--- src/rtl/pb_intc_pkg.sv ---
// pb_intc_pkg
// Shared constants for the Picoblaze interrupt controller:
//   - I/O register offsets (low two bits of port_id inside the decoded block)
//   - FSM state encoding for the request/acknowledge/EOI sequencer
package pb_intc_pkg;

    // Register offsets from BASE_ADDR
    localparam logic [1:0] REG_STATUS = 2'd0;
    localparam logic [1:0] REG_MASK   = 2'd1;
    localparam logic [1:0] REG_CLEAR  = 2'd2;
    localparam logic [1:0] REG_VECTOR = 2'd3;

    // Sequencer states
    localparam logic [1:0] IDLE    = 2'd0;
    localparam logic [1:0] REQ     = 2'd1;
    localparam logic [1:0] SERVICE = 2'd2;

endpackage

--- src/rtl/pb_intc_prio_enc.sv ---
// pb_intc_prio_enc
// Lowest-index-first priority encoder.
// Ports:
//   req        in  NUM_SRC  request vector
//   idx        out 3        index of the lowest set bit (0 when none set)
//   any_valid  out 1        at least one request bit is set
module pb_intc_prio_enc #(
    parameter int NUM_SRC = 8
) (
    input  logic [NUM_SRC-1:0] req,
    output logic [2:0]         idx,
    output logic               any_valid
);

    // Scan from the top down so the lowest set index is the last one written.
    always_comb begin
        idx = 3'd0;
        for (int i = NUM_SRC - 1; i >= 0; i--) begin
            if (req[i]) begin
                idx = 3'(i);
            end
        end
    end

    assign any_valid = |req;

endmodule

--- src/rtl/pb_interrupt_controller.sv ---
// pb_interrupt_controller
// Interrupt controller between peripheral sources and the Picoblaze
// interrupt/interrupt_ack pins, with a small register file on the
// Picoblaze I/O port bus at BASE_ADDR+0..3:
//   +0 STATUS (R)  pending, zero-extended
//   +1 MASK   (RW) 1 = source enabled
//   +2 CLEAR  (W)  write-1-to-clear pending, reads 0
//   +3 VECTOR (R)  {vector_valid, 4'b0, vector[2:0]}; any write = EOI
// Ports:
//   CLK_IN        in  1        system clock
//   RESET_IN      in  1        synchronous active-low reset
//   irq_src       in  NUM_SRC  interrupt source lines (already synchronous)
//   port_id       in  8        CPU port address
//   out_port      in  8        CPU write data
//   write_strobe  in  1        CPU write strobe
//   read_strobe   in  1        CPU read strobe (reads have no side effects)
//   in_port       out 8        registered read data
//   interrupt     out 1        interrupt request to the CPU
//   interrupt_ack in  1        CPU acknowledge
// Build option:
//   PB_INTC_LEVEL_EN  defined: level-sensitive sources (pending follows
//                     irq_src, CLEAR and ack do not clear pending).
//                     undefined: rising-edge latched sources.
module pb_interrupt_controller
    import pb_intc_pkg::*;
#(
    parameter int         NUM_SRC   = 8,
    parameter logic [7:0] BASE_ADDR = 8'hF0
) (
    input  logic               CLK_IN,
    input  logic               RESET_IN,
    input  logic [NUM_SRC-1:0] irq_src,
    input  logic [7:0]         port_id,
    input  logic [7:0]         out_port,
    input  logic               write_strobe,
    input  logic               read_strobe,
    output logic [7:0]         in_port,
    output logic               interrupt,
    input  logic               interrupt_ack
);

    logic [NUM_SRC-1:0] pending;
    logic [NUM_SRC-1:0] mask;
    logic [NUM_SRC-1:0] active;
    logic [1:0]         state;
    logic [2:0]         vector;
    logic               vector_valid;
    logic [2:0]         prio_idx;
    logic               any_active;
    logic               addr_hit;
    logic [1:0]         reg_sel;
    logic               wr_mask;
    logic               wr_eoi;
    logic               ack_take;
    logic [7:0]         status_ext;
    logic [7:0]         mask_ext;
    logic [7:0]         rd_data;
    logic               unused_inputs;

    // read_strobe is informational and high out_port bits may be unused
    assign unused_inputs = ^{read_strobe, out_port};

    // BASE_ADDR is 4-aligned, so the block owns one port_id[7:2] value
    assign addr_hit = (port_id[7:2] == BASE_ADDR[7:2]);
    assign reg_sel  = port_id[1:0];
    assign wr_mask  = write_strobe && addr_hit && (reg_sel == REG_MASK);
    assign wr_eoi   = write_strobe && addr_hit && (reg_sel == REG_VECTOR);

    assign active = pending & mask;

    pb_intc_prio_enc #(
        .NUM_SRC (NUM_SRC)
    ) u_prio (
        .req       (active),
        .idx       (prio_idx),
        .any_valid (any_active)
    );

    // An ack only counts while a request is actually outstanding
    assign ack_take = (state == REQ) && interrupt_ack && any_active;

`ifdef PB_INTC_LEVEL_EN

    // Level mode: pending simply mirrors the source lines one clock later
    always_ff @(posedge CLK_IN) begin
        if (!RESET_IN) begin
            pending <= '0;
        end else begin
            pending <= irq_src;
        end
    end

`else

    logic [NUM_SRC-1:0] irq_prev;
    logic [NUM_SRC-1:0] rise;
    logic [NUM_SRC-1:0] clr_bits;
    logic [NUM_SRC-1:0] ack_clr;
    logic               wr_clear;

    assign wr_clear = write_strobe && addr_hit && (reg_sel == REG_CLEAR);
    assign rise     = irq_src & ~irq_prev;
    assign clr_bits = wr_clear ? out_port[NUM_SRC-1:0] : '0;

    // One-hot of the source being acknowledged this cycle
    always_comb begin
        ack_clr = '0;
        for (int i = 0; i < NUM_SRC; i++) begin
            if (ack_take && (prio_idx == 3'(i))) begin
                ack_clr[i] = 1'b1;
            end
        end
    end

    // Edge mode: a new rising edge is OR-ed in after the clears so that a
    // simultaneous set always beats a CLEAR write or an ack clear.
    always_ff @(posedge CLK_IN) begin
        if (!RESET_IN) begin
            irq_prev <= '0;
            pending  <= '0;
        end else begin
            irq_prev <= irq_src;
            pending  <= (pending & ~clr_bits & ~ack_clr) | rise;
        end
    end

`endif

    always_ff @(posedge CLK_IN) begin
        if (!RESET_IN) begin
            mask <= '0;
        end else if (wr_mask) begin
            mask <= out_port[NUM_SRC-1:0];
        end
    end

    // Request sequencer. Losing all active sources in REQ cancels the
    // request even if an ack arrives in the same cycle, so a vector is
    // never latched for a source that was masked or cleared.
    always_ff @(posedge CLK_IN) begin
        if (!RESET_IN) begin
            state        <= IDLE;
            interrupt    <= 1'b0;
            vector       <= 3'd0;
            vector_valid <= 1'b0;
        end else begin
            case (state)
                IDLE: begin
                    if (any_active) begin
                        state     <= REQ;
                        interrupt <= 1'b1;
                    end
                end
                REQ: begin
                    if (!any_active) begin
                        state     <= IDLE;
                        interrupt <= 1'b0;
                    end else if (ack_take) begin
                        vector       <= prio_idx;
                        vector_valid <= 1'b1;
                        interrupt    <= 1'b0;
                        state        <= SERVICE;
                    end
                end
                SERVICE: begin
                    if (wr_eoi) begin
                        vector_valid <= 1'b0;
                        state        <= IDLE;
                    end
                end
                default: begin
                    state     <= IDLE;
                    interrupt <= 1'b0;
                end
            endcase
        end
    end

    always_comb begin
        status_ext                = '0;
        status_ext[NUM_SRC-1:0]   = pending;
        mask_ext                  = '0;
        mask_ext[NUM_SRC-1:0]     = mask;
    end

    always_comb begin
        rd_data = 8'h00;
        if (addr_hit) begin
            case (reg_sel)
                REG_STATUS: rd_data = status_ext;
                REG_MASK:   rd_data = mask_ext;
                REG_VECTOR: rd_data = {vector_valid, 4'b0000, vector};
                default:    rd_data = 8'h00;
            endcase
        end
    end

    // Registered every cycle so data is ready one clock after port_id
    always_ff @(posedge CLK_IN) begin
        if (!RESET_IN) begin
            in_port <= 8'h00;
        end else begin
            in_port <= rd_data;
        end
    end

endmodule

--- config.mk ---
export PLATFORM = sky130hd
export DESIGN_NAME = pb_interrupt_controller
export DESIGN_NICKNAME = d
export VERILOG_FILES = /design/src/rtl/pb_intc_pkg.sv /design/src/rtl/pb_intc_prio_enc.sv /design/src/rtl/pb_interrupt_controller.sv
export SDC_FILE = /design/constraint.sdc
export NUM_CORES = 1
export LEC_CHECK = 0
export ABC_AREA = 1
export BUFFER_PORTS_ARGS = -buffer_cell sky130_fd_sc_hd__buf_2
export CAP_MARGIN = 20
export CORE_UTILIZATION = 45
export CTS_BUF_LIST = sky130_fd_sc_hd__clkbuf_8
export CTS_CLUSTER_SIZE = 40
export DETAILED_ROUTE_END_ITERATION = 7
export PLACE_DENSITY = 0.67
export SYNTH_ARGS = -nofsm -noshare
export SYNTH_HDL_FRONTEND = slang
export SYNTH_HIERARCHICAL = 1
export SYNTH_SLANG_ARGS = --single-unit
--- constraint.sdc ---
create_clock -name CLK_IN -period 4.8 [get_ports CLK_IN]
set_clock_uncertainty 0.05 [all_clocks]
set_input_delay 0.96 -clock CLK_IN [delete_from_list [all_inputs] [get_ports CLK_IN]]
set_output_delay 0.96 -clock CLK_IN [all_outputs]
set_load 0.03 [all_outputs]
After elaboration in Yosys (flattened, before gate mapping)
Cells that the tools add are included.
- bitwise operators: 9
- muxes and demuxes: 31
- reduce and logical (&&, ||, !) cells: 24
- equal/unequal tests: 18
- operators with widths (operator ; count):
    bitwise AND 8 bit ; 4
    2-to-1 mux 3 bit ; 8
    NOT 8 bit ; 3
    one-hot mux 8 bit (3 select lines) ; 1
    logical AND 1 bit ; 14
    2-to-1 mux 1 bit ; 14
    == test 3 bit, second input constant ; 4
    AND reduction 3 bit ; 3
    2-to-1 mux 2 bit ; 4
    2-to-1 mux 8 bit ; 1
    != test 2 bit, second input constant ; 4
    bitwise OR 8 bit ; 1
    OR reduction 8 bit ; 1
    == test 2 bit, second input constant ; 3
    == test 3 x 2 -> 1 bit, second input constant ; 2
    == test 6 bit, second input constant ; 1
    one-hot mux 2 bit (3 select lines) ; 1
    == test 2 x 1 -> 1 bit, second input constant ; 2
    logical NOT 2 bit ; 2
    AND reduction 4 bit ; 1
    == test 3 x 1 -> 1 bit, second input constant ; 1
    logical NOT 3 bit ; 1
    != test 3 bit, second input constant ; 1
    one-hot mux 1 bit (3 select lines) ; 1
    4 further kinds ; 4
- bits in registers: 39
- word-level logic and storage cells: 90
- output and inout bits: 9

Depth between registers and ports, before layout
Gate-level depths: netlist (run 1).
- word-level depth: 15
- gate-level depth with buffers: 16
- mapped depth without buffers: 16

Cells and area by module
Netlist (run 1), hierarchy kept.
- modules (own cells, without submodules) (module ; area an instance (sq um) ; times used ; cells each):
    pb_interrupt_controller ; 1766.7 ; 1 ; 263
    pb_intc_prio_enc ; 98.8 ; 1 ; 22

Least setup slack after synthesis (run 1)
OpenSTA, ideal clock, no wires.
- kind: input -> register
- start: input port port_id[3]
- end: register mask[0]
- data required time: 4.637 ns
- stages on the path: 5
- arrival: 1.615 ns
- slack: 3.022 ns
- path through: nor2_2 nand4_4 buf_6 nor2_1 nor2_1
- cells in the longest elaborated chain, start to end: 3
- RTL lines (element ; RTL line ; text):
    start, declared ; pb_interrupt_controller.sv:33 ; input logic [7:0] port_id,
    == test 6 bit ; pb_interrupt_controller.sv:64 ; assign addr_hit = (port_id[7:2] == BASE_ADDR[7:2]);
    logical AND 1 bit (2 in a row) ; pb_interrupt_controller.sv:66 ; assign wr_mask = write_strobe && addr_hit && (reg_sel == REG_MASK);
    end signal, assigned ; pb_interrupt_controller.sv:133 ; mask <= out_port[NUM_SRC-1:0];
    end, declared ; pb_interrupt_controller.sv:43 ; logic [NUM_SRC-1:0] mask;
Every way passes these cells.
A chain may end at the register's enable or synchronous reset.

Final worst setup path (run 1)
- start: register pending[0]
- end: register pending[7]
- cells in the longest elaborated chain, start to end: 8
- elaborated cells between the ends (all ways): 10
- those cells by class: eq/ne (1); mux (2); bitwise (4); reduce/logical (3)
- RTL lines (element ; RTL line ; text):
    start, declared ; pb_interrupt_controller.sv:42 ; logic [NUM_SRC-1:0] pending;
    start signal, assigned ; pb_interrupt_controller.sv:123 ; pending <= (pending & ~clr_bits & ~ack_clr) | rise;
    bitwise AND 8 bit ; pb_interrupt_controller.sv:69 ; assign active = pending & mask;
    named net active[0] ; pb_interrupt_controller.sv:44 ; logic [NUM_SRC-1:0] active;
    OR reduction 8 bit ; pb_intc_prio_enc.sv:25 ; assign any_valid = |req;
    named net any_active ; pb_interrupt_controller.sv:49 ; logic any_active;
    logical AND 1 bit ; pb_interrupt_controller.sv:80 ; assign ack_take = (state == REQ) && interrupt_ack && any_active;
    logical AND 1 bit ; pb_interrupt_controller.sv:109 ; if (ack_take && (prio_idx == 3'(i))) begin
    2-to-1 mux 1 bit ; pb_interrupt_controller.sv:109 ;
    NOT 8 bit ; pb_interrupt_controller.sv:123 ;
    bitwise AND 8 bit ; pb_interrupt_controller.sv:123 ;
    bitwise OR 8 bit ; pb_interrupt_controller.sv:123 ;
The timed path passes the listed nets, and every way through them passes these cells.

==> metrics.md, run 1 <==
| Metric | Value |
|---|---|
| Hold Path Depth | `2` |
| Post-synth EDFFs | `0` |
| Depth of the most critical reg-to-reg path | `11` |
| Clk_lat worst skew | `0.28 ns` |
| Via Count | `1709` |
| Syn Std Cell Area | `roughly 1900 sq um` |
| Pin count of the biggest net entering global routing | `30` |
| Crit path required time | `between 4 and 5 ns` |
| Tcrit/Tclk final | `a little over two fifths` |
| Layout cells sized above 1 | `around 18%` |
| Post-Route Utilization | `54.1%` |
| IO buf count | `36` |
| RSZ-0062 raised after global routing | `no` |
| CTS buffer count | `5` |
| Netlist cell types | `23` |
| DIE WIDTH | `between 60 and 70 um` |
| Synth Area per Inst | `between 6 and 7 sq um` |
| Initial core utilization | `46.6%` |
| Leakage power | `0.00117 uW` |
| Top-area cell type share of the netlist area | `between 40% and 50%` |
| Synthesis-to-layout area growth | `16.1%` |
| Ant diodes | `0` |
| Vias in the first global route | `~1500` |
| PostCTS Resize Cnt | `0` |
| Placer Congestion | `0.873` |
| Max Cap Viol | `0` |
| Die height | `66.4 um` |
| Mapped Cells | `about 290` |
| Slew Limit Fails | `0` |
| Final nets | `352` |
| Ports | `38` |
| Antenna violations before repair | `0` |
| Routed wire length | `around 3700 um` |
| Status | `finished clean` |
| Htree depth | `2` |
| RR Startpoint | `pending[0]` |
| Worst Hold Class | `register to register` |
| Final HPWL DP | `between 2000 and 3000 um` |
| Top cells by count, synth | `nand2_1, inv_1, nor2_1` |
| Number of vias per cell | `roughly 4.6` |
| Crit end category | `register` |
| Number of remaining DRC errors | `0` |
| Core box area | `between 4000 and 5000 sq um` |
| Die area | `roughly 4400 sq um` |
| Post-route setup TNS | `0 ns` |
| CP startpoint kind | `register` |
| Fraction of registers with async set/reset | `0%` |
| Cell Rows | `23` |
| Total grt overflow | `0` |
| Worst-margin pin slew | `roughly 0.58 ns` |
| Fillers | `between 400 and 500` |
| F_max | `between 400 and 500 MHz` |
| Hold Path End | `interrupt` |
| Final setup fails | `0` |
| Pwr per Cell Area | `approximately 290 nW/um^2` |
| Final hold vios | `0` |
| IR drop worst, VDD | `0.185 mV` |
| Drt pass-1 iters | `4` |
| Clock slew at reported path FFs | `~0.070 ns` |
| Max-slew headroom | `61.3%` |
| CTS tree | `built` |
| Initial DRC count | `50` |
| Hold buffer count at cts | `0` |
| Clock period minus worst slack | `2.09 ns` |
| RR Endpoint | `pending[7]` |
| Yosys reg bits | `39` |
| Syn nets | `314` |
| Final ANT Viol Nets | `0` |
| Clk buf depth | `2` |
| Setup repair bufs after CTS | `0` |
| Drt wl/cell | `about 9.9 um` |
| Root Buffer | `clkbuf_8` |
| First-pass GRT wire length | `6260 um` |
| Post-synthesis sequential area ratio | `a little over two fifths` |
| Clock tree sinks | `39` |
| Top-count cell post-synth | `nand2_1` |
| Critical Path AT | `around 2.2 ns` |
| Flop2flop setup slack | `between 2 and 3 ns` |
| Setup CP Type | `register to register` |
| Top FF cell, synth | `dfxtp_1` |
| Largest fanout on the critical path | `15` |
| Ys Warns | `6` |
| Overall routing resource usage | `18.9%` |
| Synth top area cells | `dfxtp_1, nand2_1, inv_1` |
| Area leader, netlist | `dfxtp_1` |
| Hold_sp | `interrupt` |
==> power by group <==
| group | total [uW] | switching, uW | internal (uW) |
|---|---|---|---|
| logic | 44.3 | 25.6 | 18.7 |
| registers | 341 | 6.91 | 334 |
| clock network | 235 | 106 | 129 |
| total | 620 | 139 | 482 |
==> worst max-delay path, cell delays in order, from the launching register on <==
cell	delay (ns)
dfxtp_1	0.38
nand2_1	0.07
inv_1	0.07
inv_1	0.05
nand4_1	0.10
inv_1	0.04
nand2_1	0.13
nand4_1	0.49
nor2_1	0.36
a21oi_1	0.13
nand2_1	0.08
nand2_1	0.04
==> layout by cell type (no fill, tap or decap), types with 2 or more instances in the layout <==
master    synthesis  routed
o21ai_0          11      11
a21oi_1          16      16
clkbuf_8          1       7
or2_2             8       8
nor2_4            2       2
dfxtp_1          39      39
o22ai_1           3       3
nand4_1           5       5
nor2_1           41      41
nand2_1          81      81
inv_1            59      60
nand3_1           7       7
buf_2             2      36
==> registers in the layout, indices dropped and copies added, names as in the netlist <==
register      flops
in_port           8
interrupt         1
irq_prev          8
mask              8
pending           8
state             2
vector            3
vector_valid      1
==> stage by stage <==
step | worst slack, ns | cell area (sq um) | cells | power [uW] | hold slack, ns
2_1_floorplan | 3.02 | 1870 | 285 | 374 | 0.379
3_3_place_gp | 2.61 | 2070 | 366 | 391 | 0.400
3_5_place_dp | 2.56 | 2070 | 366 | 393 | 0.400
4_1_cts | 2.76 | 2170 | 374 | 627 | 0.411
5_1_grt | 2.47 | 2170 | 374 | 648 | 0.435
6_report | 2.71 | 2170 | 374 | 620 | 0.407
==> per-layer routing <==
metal,share of wire [%],vias up,GRT usage [%]
met5,0,-,0
met4,0.78,0,6.12
met3,3.7,2,4.66
met2,46,31,31.1
met1,50,751,23.9
li1,-,925,-
==> how the worst max path moves through the flow <==
| stage | end | slack [ns] | depth (start not counted) | startpoint |
|---|---|---|---|---|
| final | pending[7] | 2.71 | 11 | pending[0] |
| after detailed placement | pending[7] | 2.56 | 6 | interrupt_ack |
| after CTS | pending[7] | 2.76 | 11 | pending[0] |
| after floorplan | mask[0] | 3.02 | 5 | port_id[3] |
| after global routing | pending[7] | 2.47 | 11 | pending[2] |
| after global placement | pending[7] | 2.61 | 6 | interrupt_ack |
==> logic make-up (layout without fill, tap and decap cells) <==
family          count (synthesis)  after routing  share of synthesized area, %
flops                          39             39                          41.9
compound gates                 31             31                          8.59
simple gates                  150            150                          35.2
buf+inv                        65            104                          14.4
==> cell type report <==
cell class                      count  area [sq um]  share of cell area, %
Inverter                           60           225                   10.4
Clock buffer                        7          96.3                   4.45
Timing Repair Buffer               36           180                   8.32
Sequential cell                    39           781                   36.0
Clock inverter                      1          3.75                  0.173
Multi-Input combinational cell    181           817                   37.7
Tap cell                           50          62.6                   2.89
(Power assumes the default switching activity.)
==> inputs of run 2 (changes only) <==
--- a/config.mk
+++ b/config.mk
@@ -5,14 +5,14 @@
 export SDC_FILE = /design/constraint.sdc
 export NUM_CORES = 1
 export LEC_CHECK = 0
-export ABC_AREA = 1
+export ABC_AREA = 0
 export BUFFER_PORTS_ARGS = -buffer_cell sky130_fd_sc_hd__buf_2
 export CAP_MARGIN = 20
 export CORE_UTILIZATION = 45
 export CTS_BUF_LIST = sky130_fd_sc_hd__clkbuf_8
 export CTS_CLUSTER_SIZE = 40
 export DETAILED_ROUTE_END_ITERATION = 7
-export PLACE_DENSITY = 0.67
+export PLACE_DENSITY = 0.68
 export SYNTH_ARGS = -nofsm -noshare
 export SYNTH_HDL_FRONTEND = slang
 export SYNTH_HIERARCHICAL = 1
==> constraint.sdc (replaced) <==
create_clock -name CLK_IN -period 2.05 [get_ports CLK_IN]
set_clock_uncertainty 0.05 [all_clocks]
set_input_delay 0.41 -clock CLK_IN [delete_from_list [all_inputs] [get_ports CLK_IN]]
set_output_delay 0.41 -clock CLK_IN [all_outputs]
set_load 0.03 [all_outputs]
==> run 2 against run 1 <==
  * Total power up 130%
  * First-iteration DRC count up 36%
  * Final area down 3.5%
  * Worst hold slack worse by 0.13 ns
  * Critical endpoint is now pending[1]
==> metrics.md, run 2 <==
| Metric | Value |
|---|---|
| Top-count cell post-synth | `nand2_1 (unchanged)` |
| Area leader, netlist | `dfxtp_1 (unchanged)` |
| Crit end category | `register (unchanged)` |
| CP startpoint kind | `register (unchanged)` |
| Root Buffer | `clkbuf_8 (unchanged)` |
| Mapped Cells | `205 (was 285)` |
| Post-route setup TNS | `0 ns (unchanged)` |
| Pin count of the biggest net entering global routing | `36 (was 30)` |
| Ant diodes | `0 (unchanged)` |
| Post-synth EDFFs | `0 (unchanged)` |
| Setup CP Type | `register to register (unchanged)` |
| Number of vias per cell | `5.10 (was 4.57)` |
| CP startpoint | `pending[5] (was pending[0])` |
| Leakage power | `0.000897 uW (was 0.00117 uW)` |
| Ys Warns | `6 (unchanged)` |
| Clock tree sinks | `39 (unchanged)` |
| Die area | `4130 sq um (was 4410 sq um)` |
| PostCTS Resize Cnt | `0 (unchanged)` |
| Synthesis-to-layout area growth | `19.8% (was 16.1%)` |
| Crit path required time | `2.15 ns (was 4.93 ns)` |
| Slew Limit Fails | `0 (unchanged)` |
| Core box area | `3690 sq um (was 4000 sq um)` |
| Final ANT Viol Nets | `0 (unchanged)` |
| Hold_sp | `irq_src[1] (was interrupt)` |
| Post-synthesis sequential area ratio | `44.7% (was 41.9%)` |
| Crit path max-delay family | `simple AND/OR/NAND/NOR gates (unchanged)` |
| IR drop worst, VDD | `0.382 mV (was 0.185 mV)` |
| Max Cap Viol | `0 (unchanged)` |
| Synth Area per Inst | `8.51 sq um (was 6.55 sq um)` |
| Final HPWL DP | `2750 um (was 2730 um)` |
| Commonest non-fill, non-tap cell in the layout | `nand2_1 (unchanged)` |
| IO buf count | `36 (unchanged)` |
| Hold buffer count at cts | `0 (unchanged)` |
| Vias in the first global route | `1430 (was 1499)` |
| Htree depth | `2 (unchanged)` |
| Cell Chain, Critical Path | `and2_1 > nor4_2 > nand3_1 > nand4b_1 > o311ai_0 > o22ai_1 (was nand2_1 > inv_1 > inv_1 > nand4_1 > inv_1 > nand2_1 > nand4_1 > nor2_1 > a21oi_1 > nand2_1 > nand2_1)` |
| Overall routing resource usage | `20.7% (was 18.9%)` |
| Syn nets | `234 (was 314)` |
| Max-slew headroom | `65.7% (was 61.3%)` |
| Top cells by count, synth | `nand2_1, dfxtp_1, mux2i_1 (was nand2_1, inv_1, nor2_1)` |
| Clk_lat worst skew | `0.28 ns (about the same)` |
| RSZ-0062 raised after global routing | `no (unchanged)` |
| Netlist cell types | `35 (was 23)` |
| Clock period minus worst slack | `1.88 ns (was 2.09 ns)` |
| Multi-input logic area | `865 sq um (was 817 sq um)` |
| Largest fanout on the critical path | `9 (was 15)` |
| Clock slew at reported path FFs | `0.07 ns (about the same)` |
| CTS tree | `built (unchanged)` |
| CP Buf/Inv Count | `0 (was 3)` |
| Top-area cell type share of the netlist area | `44.7% (was 41.9%)` |
| Via Count | `1493 (was 1709)` |
| Fraction of registers with async set/reset | `0% (unchanged)` |
| Worst-margin pin slew | `0.513 ns (was 0.579 ns)` |
| Status | `finished clean (unchanged)` |
| RR Startpoint | `pending[5] (was pending[0])` |
| Flip-flop and latch area | `781 sq um (unchanged)` |
| Routed wire length | `3740 um (was 3700 um)` |
| Flop2flop setup slack | `0.17 ns (was 2.71 ns)` |
| Syn Std Cell Area | `1750 sq um (was 1870 sq um)` |
| Fillers | `391 (was 420)` |
| Placer Congestion | `0.794 (was 0.873)` |
| Layout cells sized above 1 | `23.7% (was 17.9%)` |
| Final hold vios | `0 (unchanged)` |
| Total grt overflow | `0 (unchanged)` |
| Worst Hold Class | `input pin to register (was register to register)` |
| Number of remaining DRC errors | `0 (unchanged)` |
| Critical Path Max Stage Delay | `0.47 ns (was 0.49 ns)` |
| CTS buffer count | `5 (unchanged)` |
| Setup repair bufs after CTS | `0 (unchanged)` |
| Initial DRC count | `68 (was 50)` |
| Drt pass-1 iters | `5 (was 4)` |
| F_max | `531 MHz (was 478 MHz)` |
| Ports | `38 (unchanged)` |
| Clk buf depth | `2 (unchanged)` |
| DIE WIDTH | `64.3 um (was 66.4 um)` |
| Antenna violations before repair | `0 (unchanged)` |
| Slowest stage cell, crit path | `o311ai_0 (was nand4_1)` |
| Initial core utilization | `47.3% (was 46.6%)` |
| Die height | `64.3 um (was 66.4 um)` |
| Finished Cell Area | `2090 sq um (was 2170 sq um)` |
| Cell Rows | `22 (was 23)` |
| Top FF cell, synth | `dfxtp_1 (unchanged)` |
| Post-DP Area | `1990 sq um (was 2070 sq um)` |
| Yosys reg bits | `39 (unchanged)` |
| Tcrit/Tclk final | `91.8% (was 43.6%)` |
| Pwr per Cell Area | `697 nW/um^2 (was 286 nW/um^2)` |
| Synth top area cells | `dfxtp_1, nand2_1, mux2i_1 (was dfxtp_1, nand2_1, inv_1)` |
| Critical Path AT | `1.99 ns (was 2.22 ns)` |
| Final nets | `273 (was 352)` |
| Most frequent cells in the layout | `nand2_1, dfxtp_1, buf_2, mux2i_1, inv_1 (was nand2_1, inv_1, nor2_1, dfxtp_1, buf_2)` |
| Final setup fails | `0 (unchanged)` |
| First-pass GRT wire length | `6550 um (was 6260 um)` |
| Drt wl/cell | `12.7 um (was 9.89 um)` |
-- run 2: cell types whose count changed after synthesis, sizes merged, moves of 4 or more --
cell    delta
or2        -6
a21oi      -7
nand4      -6
and2       +9
nand3      -6
o21ai      -8
o311ai     +6
clkbuf     +6
nand2b     +4
nand2     -35
inv       -48
nor2      -40
nor4      +12
mux2i     +16
-- run 2: where the power goes --
part | leakage [uW] | internal (uW) | switching (uW)
Sequential | 0.000319 | 782 | 13.9
Combinational | 0.000522 | 51.5 | 61.1
Clock | 0.0000557 | 302 | 246
-- run 2: layer usage --
layer,vias to the layer above,track usage [%],share of wire [%]
li1,789,-,-
met1,667,27.9,50
met2,37,30.8,44
met3,0,6.43,5.7
met4,0,7.50,0
met5,-,0,0
-- run 2: layout make-up --
class                           instances  share of cell area (%)
Clock buffer                            7                    4.61
Clock inverter                          1                   0.180
Inverter                               12                    2.15
Multi-Input combinational cell        142                    41.4
Sequential cell                        39                    37.3
Tap cell                               48                    2.87
Timing Repair Buffer                   44                    11.5
-- run 2: cells by family (layout without fill, tap and decap cells) --
kind of cell | Yosys count | count (layout) | share of synthesized area (%)
AND/OR/NAND/NOR | 93 | 93 | 27.8
flip-flops | 39 | 39 | 44.7
AO/OA/AOI/OAI | 33 | 33 | 12.5
buffers and inverters | 24 | 64 | 5.73
multiplexers | 16 | 16 | 9.18
-- run 2: worst paths after layout --
path                      end  cells after the start
hold / removal    irq_prev[1]                      3
setup reg to reg   pending[1]                      6
hold reg to reg    pending[6]                      1
setup / recovery   pending[1]                      6
-- run 2: per-stage QoR --
| step | utilization [%] | instances | worst slack, ns | total power (uW) | hold WS (ns) |
|---|---|---|---|---|---|
| floorplan | - | 205 | 0.214 | 878 | 0.338 |
| global placement | 54.0 | 285 | 0.241 | 922 | 0.339 |
| detailed placement | 54.0 | 285 | 0.217 | 925 | 0.348 |
| CTS | 56.7 | 293 | 0.180 | 1480 | 0.266 |
| global route | 56.7 | 293 | 0.0120 | 1530 | 0.279 |
| finish | 56.7 | 293 | 0.168 | 1460 | 0.274 |
-- run 2: worst register-to-register path, stage by stage, from the launching register on --
cell and delay [ns]:
dfxtp_1 0.37, and2_1 0.21, nor4_2 0.06, nand3_1 0.14, nand4b_1 0.32, o311ai_0 0.47
o22ai_1 0.13
==> inputs of run 3 (changes only) <==
--- a/config.mk
+++ b/config.mk
@@ -8,11 +8,13 @@
 export ABC_AREA = 0
 export BUFFER_PORTS_ARGS = -buffer_cell sky130_fd_sc_hd__buf_2
 export CAP_MARGIN = 20
-export CORE_UTILIZATION = 45
+export CELL_PAD_IN_SITES_DETAIL_PLACEMENT = 1
+export CELL_PAD_IN_SITES_GLOBAL_PLACEMENT = 1
+export CORE_UTILIZATION = 41
 export CTS_BUF_LIST = sky130_fd_sc_hd__clkbuf_8
 export CTS_CLUSTER_SIZE = 40
 export DETAILED_ROUTE_END_ITERATION = 7
-export PLACE_DENSITY = 0.68
+export PLACE_DENSITY_LB_ADDON = 0.1
 export SYNTH_ARGS = -nofsm -noshare
 export SYNTH_HDL_FRONTEND = slang
 export SYNTH_HIERARCHICAL = 1
==> constraint.sdc (replaced) <==
create_clock -name CLK_IN -period 2.05 [get_ports CLK_IN]
set_clock_uncertainty 0.05 [all_clocks]
set_input_delay 0.41 -clock CLK_IN [delete_from_list [all_inputs] [get_ports CLK_IN]]
set_output_delay 0.41 -clock CLK_IN [all_outputs]
set_load 0.1 [all_outputs]
==> run 3 against run 2 <==
  * Final area up 0.12%
  * Flip-flop and latch count unchanged
  * Global-route usage up 1.7 points
  * Routed wire length up 21%
  * Clock power up 3%
  * Cell count up 0.68%
  * First-iteration DRC count down 1.5%
  * Utilization down 5.1 points
  * Fmax down 4.8%
  * Total power up 1.4%
  * Highest routed layer is now met4
  * Non-clock buffer count unchanged
  * Worst setup slack worse by 0.095 ns
==> metrics.md, run 3 (synthesis gave the netlist of run 2 again) <==
| Metric | Value |
|---|---|
| Finished Cell Area | `2090 sq um (about the same)` |
| Synthesis-to-layout area growth | `19.9% (was 19.8%)` |
| Number of vias per cell | `5.39 (was 5.10)` |
| Initial DRC count | `67 (was 68)` |
| Clock slew at reported path FFs | `0.07 ns (about the same)` |
| Ant diodes | `0 (unchanged)` |
| RR Startpoint | `mask[4] (was pending[5])` |
| Critical Path Max Stage Delay | `0.47 ns (about the same)` |
| CP startpoint kind | `register (unchanged)` |
| Cell Int Power | `1130 uW (was 1140 uW)` |
| CTS tree | `built (unchanged)` |
| Crit path required time | `2.16 ns (was 2.15 ns)` |
| Net Switching | `343 uW (was 321 uW)` |
| Final HPWL DP | `3270 um (was 2750 um)` |
| Flop2flop setup slack | `0.07 ns (was 0.17 ns)` |
| Crit end category | `register (unchanged)` |
| Pin count of the biggest net entering global routing | `36 (unchanged)` |
| Routed wire length | `4540 um (was 3740 um)` |
| Tcrit/Tclk final | `96.4% (was 91.8%)` |
| Largest fanout on the critical path | `9 (unchanged)` |
| Setup CP Type | `register to register (unchanged)` |
| Via Count | `1589 (was 1493)` |
| Hold_sp | `irq_src[1] (unchanged)` |
| Initial core utilization | `43.0% (was 47.3%)` |
| Clk pwr share | `38.0% (was 37.6%)` |
| Vias in the first global route | `1515 (was 1430)` |
| Max-slew headroom | `67.9% (was 65.7%)` |
| Critical Path AT | `2.09 ns (was 1.99 ns)` |
| Worst Hold Class | `input pin to register (unchanged)` |
| Final nets | `273 (unchanged)` |
| Die height | `67.2 um (was 64.3 um)` |
| Antenna violations before repair | `0 (unchanged)` |
| IO buf count | `36 (unchanged)` |
| Clock tree sinks | `39 (unchanged)` |
| Worst slack at placement | `0.115 ns (was 0.217 ns)` |
| Post-DP Area | `1990 sq um (about the same)` |
| Setup ws final | `0.0731 ns (was 0.168 ns)` |
| First-pass GRT wire length | `7220 um (was 6550 um)` |
| Commonest non-fill, non-tap cell in the layout | `nand2_1 (unchanged)` |
| Switching share of power | `23.2% (was 22.1%)` |
| Drt pass-1 iters | `4 (was 5)` |
| Htree depth | `2 (unchanged)` |
| RSZ-0062 raised after global routing | `yes (was no)` |
| Gate power share | `8.1% (was 7.7%)` |
| Worst-margin pin slew | `0.484 ns (was 0.513 ns)` |
| Non-filler instance count after layout | `295 (was 293)` |
| Hold Path End | `irq_prev[1] (unchanged)` |
| Power Total | `1480 uW (was 1460 uW)` |
| Clock period minus worst slack | `1.98 ns (was 1.88 ns)` |
| Leakage power | `0.000896 uW (was 0.000897 uW)` |
| Seq pwr share | `53.9% (was 54.6%)` |
| Status | `finished clean (unchanged)` |
| Max Cap Viol | `0 (unchanged)` |
| Overall routing resource usage | `22.4% (was 20.7%)` |
| Slowest stage cell, crit path | `o311ai_0 (unchanged)` |
| Number of remaining DRC errors | `0 (unchanged)` |
| DIE WIDTH | `67.2 um (was 64.3 um)` |
| Slew Limit Fails | `0 (unchanged)` |
| Final hold vios | `0 (unchanged)` |
| Final ANT Viol Nets | `0 (unchanged)` |
| Hold Path Depth | `3 (unchanged)` |
| Total grt overflow | `0 (unchanged)` |
| Cell Rows | `23 (was 22)` |
| Final setup fails | `0 (unchanged)` |
| Clk buf depth | `2 (unchanged)` |
| Die area | `4520 sq um (was 4130 sq um)` |
| Depth of the most critical reg-to-reg path | `6 (unchanged)` |
| IR drop worst, VDD | `0.393 mV (was 0.382 mV)` |
| Cell Chain, Critical Path | `and2_1 > nor4_2 > nand3_1 > nand4b_1 > o311ai_0 > o22ai_1 (unchanged)` |
| Clk_lat worst skew | `0.29 ns (was 0.28 ns)` |
| Most frequent cells in the layout | `nand2_1, dfxtp_1, buf_2, mux2i_1, inv_1 (unchanged)` |
| DP Cell Count | `287 (was 285)` |
| Root Buffer | `clkbuf_8 (unchanged)` |
| Drt wl/cell | `15.4 um (was 12.7 um)` |
| CTS buffer count | `5 (unchanged)` |
| Placer Congestion | `0.826 (was 0.794)` |
| RR Endpoint | `pending[6] (was pending[1])` |
| Layout cells sized above 1 | `23.7% (unchanged)` |
| Pwr per Cell Area | `706 nW/um^2 (was 697 nW/um^2)` |
| Core box area | `4060 sq um (was 3690 sq um)` |
| Post-Route Utilization | `51.6% (was 56.7%)` |
| Ports | `38 (unchanged)` |
| F_max | `506 MHz (was 531 MHz)` |
-- run 3: cell type report --
type                       instances  area [sq um]
inverter                          12          45.0
clock buffer                       7          96.3
timing repair buffer              44           240
tap                               50          62.6
clock inverter                     1          3.75
multi-input combinational        142           865
sequential                        39           781
fill                             507          1960
-- run 3: metrics by stage --
step	hold slack, ns	TNS (ns)
after floorplan	0.338	0
after global placement	0.344	0
after detailed placement	0.352	0
after CTS	0.264	0
after global routing	0.281	-0.00675
final	0.271	0
-- run 3: power by group through the flow --
stage	clock (uW)	sequential, uW	combinational, uW
after floorplan	0	809	69.9
after global placement	0	811	113
after detailed placement	0	813	118
after CTS	577	795	119
after global routing	616	798	132
final	562	796	120
-- run 3: layer usage --
layer	routed length, um	track usage [%]	up-vias
li1	-	-	786
met1	2290	28.8	764
met2	2040	35.0	37
met3	183	6.59	2
met4	24	8.78	0
met5	0	0	-
-- run 3: how the worst max path moves through the flow --
stage                          start          to  cells past startpoint
after floorplan           pending[4]  pending[1]                      5
after global placement       mask[7]  pending[3]                      6
after detailed placement     mask[7]  pending[3]                      6
after CTS                    mask[4]  pending[3]                      6
after global routing         mask[4]  pending[6]                      6
final                        mask[4]  pending[6]                      6
-- run 3: worst max-delay path, delay by kind of cell, from the launching register on --
family,cells,cell delay (ns)
compound gates,2,0.63
flops,1,0.36
simple gates,4,0.81
-- run 3: repair_timing --
| item | CTS | global route |
|---|---|---|
| hold buffers | 0 | 0 |
| buffers inserted | 0 | 0 |
| resized for setup | 0 | 3 |
| endpoints found under the hold margin | 0 | 0 |
| setup endpoints to repair | 0 | 2 |
